File: config.mk
export PLATFORM = sky130hd
export DESIGN_NAME = ula_multiciclo
export DESIGN_NICKNAME = d
export VERILOG_FILES = /design/src/rtl/ula_multiciclo.sv
export SDC_FILE = /design/constraint.sdc
export NUM_CORES = 1
export LEC_CHECK = 0
export CORE_MARGIN = 2
export CORE_UTILIZATION = 30
export CTS_CLUSTER_SIZE = 10
export DETAILED_ROUTE_END_ITERATION = 6
export MAX_ROUTING_LAYER = met4
export PLACE_DENSITY_LB_ADDON = 0.05
export SLEW_MARGIN = 20
export SYNTH_ARGS = -nofsm -noshare
export SYNTH_HDL_FRONTEND = slang
export SYNTH_SLANG_ARGS = --single-unit
File: constraint.sdc
create_clock -name clock -period 4.88 [get_ports clock]
set_input_delay 0.976 -clock clock [delete_from_list [all_inputs] [get_ports clock]]
set_output_delay 0.976 -clock clock [all_outputs]
set_load 0.02 [all_outputs]
File: src/rtl/ula_multiciclo.sv
// Multi-cycle execute unit: single-cycle ALU ops, 32-cycle shift-add multiply, optional
// 32-cycle restoring divide (compiled in when ULA_DIV_EN is defined).
module ula_multiciclo (
  input  logic        clock,
  input  logic        reset,
  input  logic        start,
  input  logic [2:0]  op,
  input  logic [31:0] regR1,
  input  logic [31:0] regR2,
  input  logic [4:0]  add_regD_in,
  output logic [31:0] result,
  output logic [4:0]  add_regD,
  output logic [1:0]  UC_out,
  output logic        busy,
  output logic        zero,
  output logic        erro
);

  typedef enum logic [1:0] {
    IDLE = 2'd0,
    MUL  = 2'd1,
    DIV  = 2'd2,
    DONE = 2'd3
  } state_t;

  localparam logic [2:0] OP_ADD = 3'b000;
  localparam logic [2:0] OP_SUB = 3'b001;
  localparam logic [2:0] OP_AND = 3'b010;
  localparam logic [2:0] OP_OR  = 3'b011;
  localparam logic [2:0] OP_XOR = 3'b100;
  localparam logic [2:0] OP_SLT = 3'b101;
  localparam logic [2:0] OP_MUL = 3'b110;
  localparam logic [2:0] OP_DIV = 3'b111;

  localparam logic [1:0] WR_EN  = 2'b01;
  localparam logic [1:0] WR_OFF = 2'b00;

  state_t      state;
  logic [4:0]  counter;
  logic [4:0]  dest;
  // MUL: opnd_a = multiplicand (shifts left), opnd_b = multiplier (shifts right), acc = partial sum.
  // DIV: opnd_a = dividend shifting out / quotient shifting in, opnd_b = divisor, acc = remainder.
  logic [31:0] opnd_a;
  logic [31:0] opnd_b;
  logic [31:0] acc;

  logic [31:0] simple_res;
  logic [31:0] mul_acc_next;

  always_comb begin
    simple_res = '0;
    case (op)
      OP_ADD:  simple_res = regR1 + regR2;
      OP_SUB:  simple_res = regR1 - regR2;
      OP_AND:  simple_res = regR1 & regR2;
      OP_OR:   simple_res = regR1 | regR2;
      OP_XOR:  simple_res = regR1 ^ regR2;
      OP_SLT:  simple_res = {31'd0, ($signed(regR1) < $signed(regR2))};
      default: simple_res = '0;
    endcase
  end

  assign mul_acc_next = acc + (opnd_b[0] ? opnd_a : 32'd0);

`ifdef ULA_DIV_EN
  logic [32:0] rem_shift;
  logic [32:0] rem_diff;
  logic        quo_bit;
  logic [31:0] rem_next;
  logic [31:0] quo_next;

  // A non-negative trial difference means the divisor fits: keep it and shift in a 1.
  always_comb begin
    rem_shift = {acc, opnd_a[31]};
    rem_diff  = rem_shift - {1'b0, opnd_b};
    quo_bit   = ~rem_diff[32];
    rem_next  = quo_bit ? rem_diff[31:0] : rem_shift[31:0];
    quo_next  = {opnd_a[30:0], quo_bit};
  end
`endif

  always_ff @(posedge clock or posedge reset) begin
    if (reset) begin
      state    <= IDLE;
      counter  <= '0;
      dest     <= '0;
      opnd_a   <= '0;
      opnd_b   <= '0;
      acc      <= '0;
      result   <= '0;
      add_regD <= '0;
      UC_out   <= WR_OFF;
      busy     <= 1'b0;
      zero     <= 1'b0;
      erro     <= 1'b0;
    end else begin
      UC_out <= WR_OFF;
      case (state)
        IDLE: begin
          if (start) begin
            busy <= 1'b1;
            if (op == OP_MUL) begin
              dest    <= add_regD_in;
              opnd_a  <= regR1;
              opnd_b  <= regR2;
              acc     <= '0;
              counter <= '0;
              state   <= MUL;
            end else if (op == OP_DIV) begin
`ifdef ULA_DIV_EN
              if (regR2 == 32'd0) begin
                result   <= 32'hFFFF_FFFF;
                add_regD <= add_regD_in;
                zero     <= 1'b0;
                erro     <= 1'b1;
                UC_out   <= WR_EN;
                state    <= DONE;
              end else begin
                dest    <= add_regD_in;
                opnd_a  <= regR1;
                opnd_b  <= regR2;
                acc     <= '0;
                counter <= '0;
                state   <= DIV;
              end
`else
              // No divider: flag the error but suppress the bank writeback.
              result   <= '0;
              add_regD <= add_regD_in;
              zero     <= 1'b1;
              erro     <= 1'b1;
              state    <= DONE;
`endif
            end else begin
              result   <= simple_res;
              add_regD <= add_regD_in;
              zero     <= (simple_res == 32'd0);
              erro     <= 1'b0;
              UC_out   <= WR_EN;
              state    <= DONE;
            end
          end
        end

        MUL: begin
          acc     <= mul_acc_next;
          opnd_a  <= {opnd_a[30:0], 1'b0};
          opnd_b  <= {1'b0, opnd_b[31:1]};
          counter <= counter + 5'd1;
          if (counter == 5'd31) begin
            result   <= mul_acc_next;
            add_regD <= dest;
            zero     <= (mul_acc_next == 32'd0);
            erro     <= 1'b0;
            UC_out   <= WR_EN;
            counter  <= '0;
            state    <= DONE;
          end
        end

        DIV: begin
`ifdef ULA_DIV_EN
          acc     <= rem_next;
          opnd_a  <= quo_next;
          counter <= counter + 5'd1;
          if (counter == 5'd31) begin
            result   <= quo_next;
            add_regD <= dest;
            zero     <= (quo_next == 32'd0);
            erro     <= 1'b0;
            UC_out   <= WR_EN;
            counter  <= '0;
            state    <= DONE;
          end
`else
          state <= IDLE;
          busy  <= 1'b0;
`endif
        end

        DONE: begin
          state <= IDLE;
          busy  <= 1'b0;
          erro  <= 1'b0;
        end

        default: begin
          state <= IDLE;
          busy  <= 1'b0;
        end
      endcase
    end
  end

endmodule

==> impl_metrics.tcl <==
set metrics [dict create \
    synth.cell_area_mm2 0.0138 \
    synth-seq-area-share 0.270 \
    fill_cells 4877 \
    powerDensity_mw_per_mm2 573 \
    status "finished, final reports clean" \
    clkSinkCount 149 \
    cts_hold_buf 0 \
    path_cells "clkdlybuf4s50_1 > buf_4 > buf_4 > fa_1 > nand2b_1 > a211o_1 > a21oi_1 > buf_4 > a41o_1 > o211ai_1 > a21oi_1 > o31ai_1 > buf_4 > nand4_1 > nor4_2 > buf_4 > nand4_1 > nor3_1 > a211o_1" \
    crit_top_cell "buf_4" \
    vdd_drop_max_uv 339 \
    nNetsFinal 2293 \
    tightest_slew_ps 943 \
    synthArstFlopShare 1.00 \
    r2r-end "zero" \
    drc_errors 0 \
    totalPowerFinal_w 0.0101 \
    crit_family "compound AO/OA/AOI/OAI gates" \
    via_per_inst 5.30 \
    tritoncts "done" \
    final_common_cell "nand2_1" \
    worst_ep_arrival_time_ps 5080 \
    die_x_um 219 \
    port_buffers 115 \
    cts_root_buf "clkbuf_16" \
    cts-buffers-inserted 17 \
    end_kind "flip-flop" \
    dp_hpwl_mm 44.1 \
    cp_max_fo 4 \
    fin_crit_ps 4670 \
    synth_top_cells_by_area "dfrtp_1 (27%), ha_1 (12%), nand2_1 (8.7%)" \
    first_iter_violations 1175 \
    clk_pin_slew_ps 60 \
    rows 78 \
    ant_nets 0 \
    synth_warnings 0 \
    drv_cap 0 \
    layout_common_cells "nand2_1 (318), buf_4 (222), nor2_1 (180), dfrtp_1 (149), ha_1 (136)" \
    ys_ff_latch 149 \
    grt_usage 0.248 \
    pin_count 117 \
    synth_top_area_cell "dfrtp_1" \
    start_kind "primary input" \
    endpoint "zero" \
    max_freq_ghz 0.214 \
    wl_per_cell_um 21.2 \
    leakagePower_nw 8.08 \
    grt_max_degree 150 \
    fin_skew_ps 12.1 \
    htree_num_levels 4 \
    die_area_mm2 0.0478 \
    globalplace.congestion 0.905 \
    crit_path_top_delay_cell "clkdlybuf4s50_1" \
    slew_headroom 0.371 \
    core_area_mm2 0.0454 \
    clk_latency_ps 480 \
    critPathKind "primary input to flip-flop" \
    timing.final.crit_share 0.956 \
    synthToLayoutAreaGrowth_pct 27.4 \
    overflow 0 \
    dpl_worst_slack_ps -303 \
    syn_inst 1833 \
    grt_pass1_wl_mm 86.9 \
    n_antenna_cell 0 \
    clockBufferDepth 2 \
    start_util 0.304 \
    worst_slack_ps 215 \
    hold_class "flip-flop to flip-flop" \
    ys.flop_type "dfrtp_1" \
    drive_gt1_frac 0.142 \
    syn-num-nets 2047 \
    synth.top_cell.area_share 0.270 \
    avgSynthCellArea_um2 7.53 \
    finalSetupViolCount 0 \
    drv_slew 0 \
    timing.rr.start "opnd_b[0]" \
    cp.required_ps 5300 \
    worst_path_largest_cell_delay_ps 460 \
    grt_pass1_vias 14098 \
    path_depth 19 \
    regToRegSetupSlack_ps 650 \
    antenna_found_initial 0 \
    synth_edf_count 0 \
    vias 14276 \
    wl_mm 57.0 \
    worst-r2r-cell-count 15 \
    yosysUniqueCellTypes 89 \
    finalHoldViolations 0 \
    drt-pass1-iter-count 5 \
    fp.dieH_um 219 \
    path_buf_inv 6 \
    rsz0062_at_grt "no" \
    cp-startpoint "regR1[1]" \
]
==> Yosys cell counts (20+ instances only) <==
| master | instances |
|---|---|
| a21oi_1 | 124 |
| a31oi_1 | 85 |
| nand3_1 | 38 |
| dfrtp_1 | 149 |
| a21o_1 | 28 |
| nor2_1 | 180 |
| clkbuf_1 | 74 |
| xnor2_1 | 26 |
| o21ai_0 | 91 |
| nor3_1 | 20 |
| o211ai_1 | 31 |
| inv_1 | 109 |
| nand4_1 | 27 |
| and2_1 | 43 |
| nand2_1 | 320 |
| ha_1 | 136 |
==> final cells by class <==
class	instances	area [um2]	share of cell area
clock inverter	10	146	0.00832
tap	600	751	0.0427
inverter	111	420	0.0239
sequential	149	3730	0.212
timing repair buffer	340	2870	0.163
clock buffer	22	444	0.0253
multi-input combinational	1460	9230	0.525
==> tightest hold or removal path, cell delays in order (launching register included) <==
cell     delay [ps]
dfrtp_1         340
nand2_1          50
nand2_1          50
==> where the power goes <==
part	total (W)	switching, W	leakage, nW	internal (W)
clock	0.00142	0.000609	0.289	0.000810
sequential	0.00218	0.000347	1.74	0.00184
combinational	0.00648	0.00387	6.05	0.00260
==> state kept, by name, indices dropped and copies added (netlist names) <==
| name | count |
|---|---|
| counter | 5 |
| result | 32 |
| erro | 1 |
| dest | 5 |
| state | 2 |
| opnd_b | 32 |
| UC_out | 1 |
| opnd_a | 32 |
| zero | 1 |
| acc | 32 |
| busy | 1 |
| add_regD | 5 |
==> through the flow <==
stage / util / instance area [um2] / std cells / setup TNS, ps / hold slack, ps
after floorplan: - / 13800 / 1833 / 0 / 443
after global placement: 0.374 / 17000 / 2660 / -237 / 454
after detailed placement: 0.374 / 17000 / 2660 / -303 / 458
after CTS: 0.387 / 17600 / 2692 / 0 / 473
after global routing: 0.388 / 17600 / 2692 / 0 / 494
final: 0.388 / 17600 / 2692 / 0 / 464
==> how the worst min path moves through the flow <==
stage | startpoint | endpoint | slack (ps) | depth (start not counted)
3_3_place_gp | result[20] | result[20] | 450 | 2
2_1_floorplan | counter[3] | counter[3] | 440 | 1
5_1_grt | result[20] | result[20] | 490 | 2
4_1_cts | result[19] | result[19] | 470 | 2
3_5_place_dp | result[19] | result[19] | 460 | 2
6_report | result[19] | result[19] | 460 | 2
==> what timing repair did <==
action                     CTS  global route
setup endpoints to repair    0             1
gates resized for setup      0             2
setup buffers                0             0
==> logic make-up (layout without fill, tap and decap cells) <==
family | Yosys count | after routing | share of synthesized area
AO/OA/AOI/OAI | 554 | 554 | 0.270
XOR/XNOR | 40 | 40 | 0.0254
adder cells (fa/ha/maj) | 139 | 139 | 0.128
buffers and inverters | 224 | 483 | 0.0644
flip-flops | 149 | 149 | 0.270
multiplexers | 16 | 16 | 0.0125
other | 1 | 1 | 0.000272
AND/OR/NAND/NOR | 710 | 710 | 0.230
==> routing by layer <==
metal / wire (um) / track usage / vias to the layer above
met5: 0 / - / -
met4: 672 / 0.0490 / 0
met3: 2150 / 0.0358 / 38
met2: 25800 / 0.384 / 327
met1: 28400 / 0.344 / 6913
li1: - / - / 6998
Note: power is estimated with default switching activity, not from simulation.
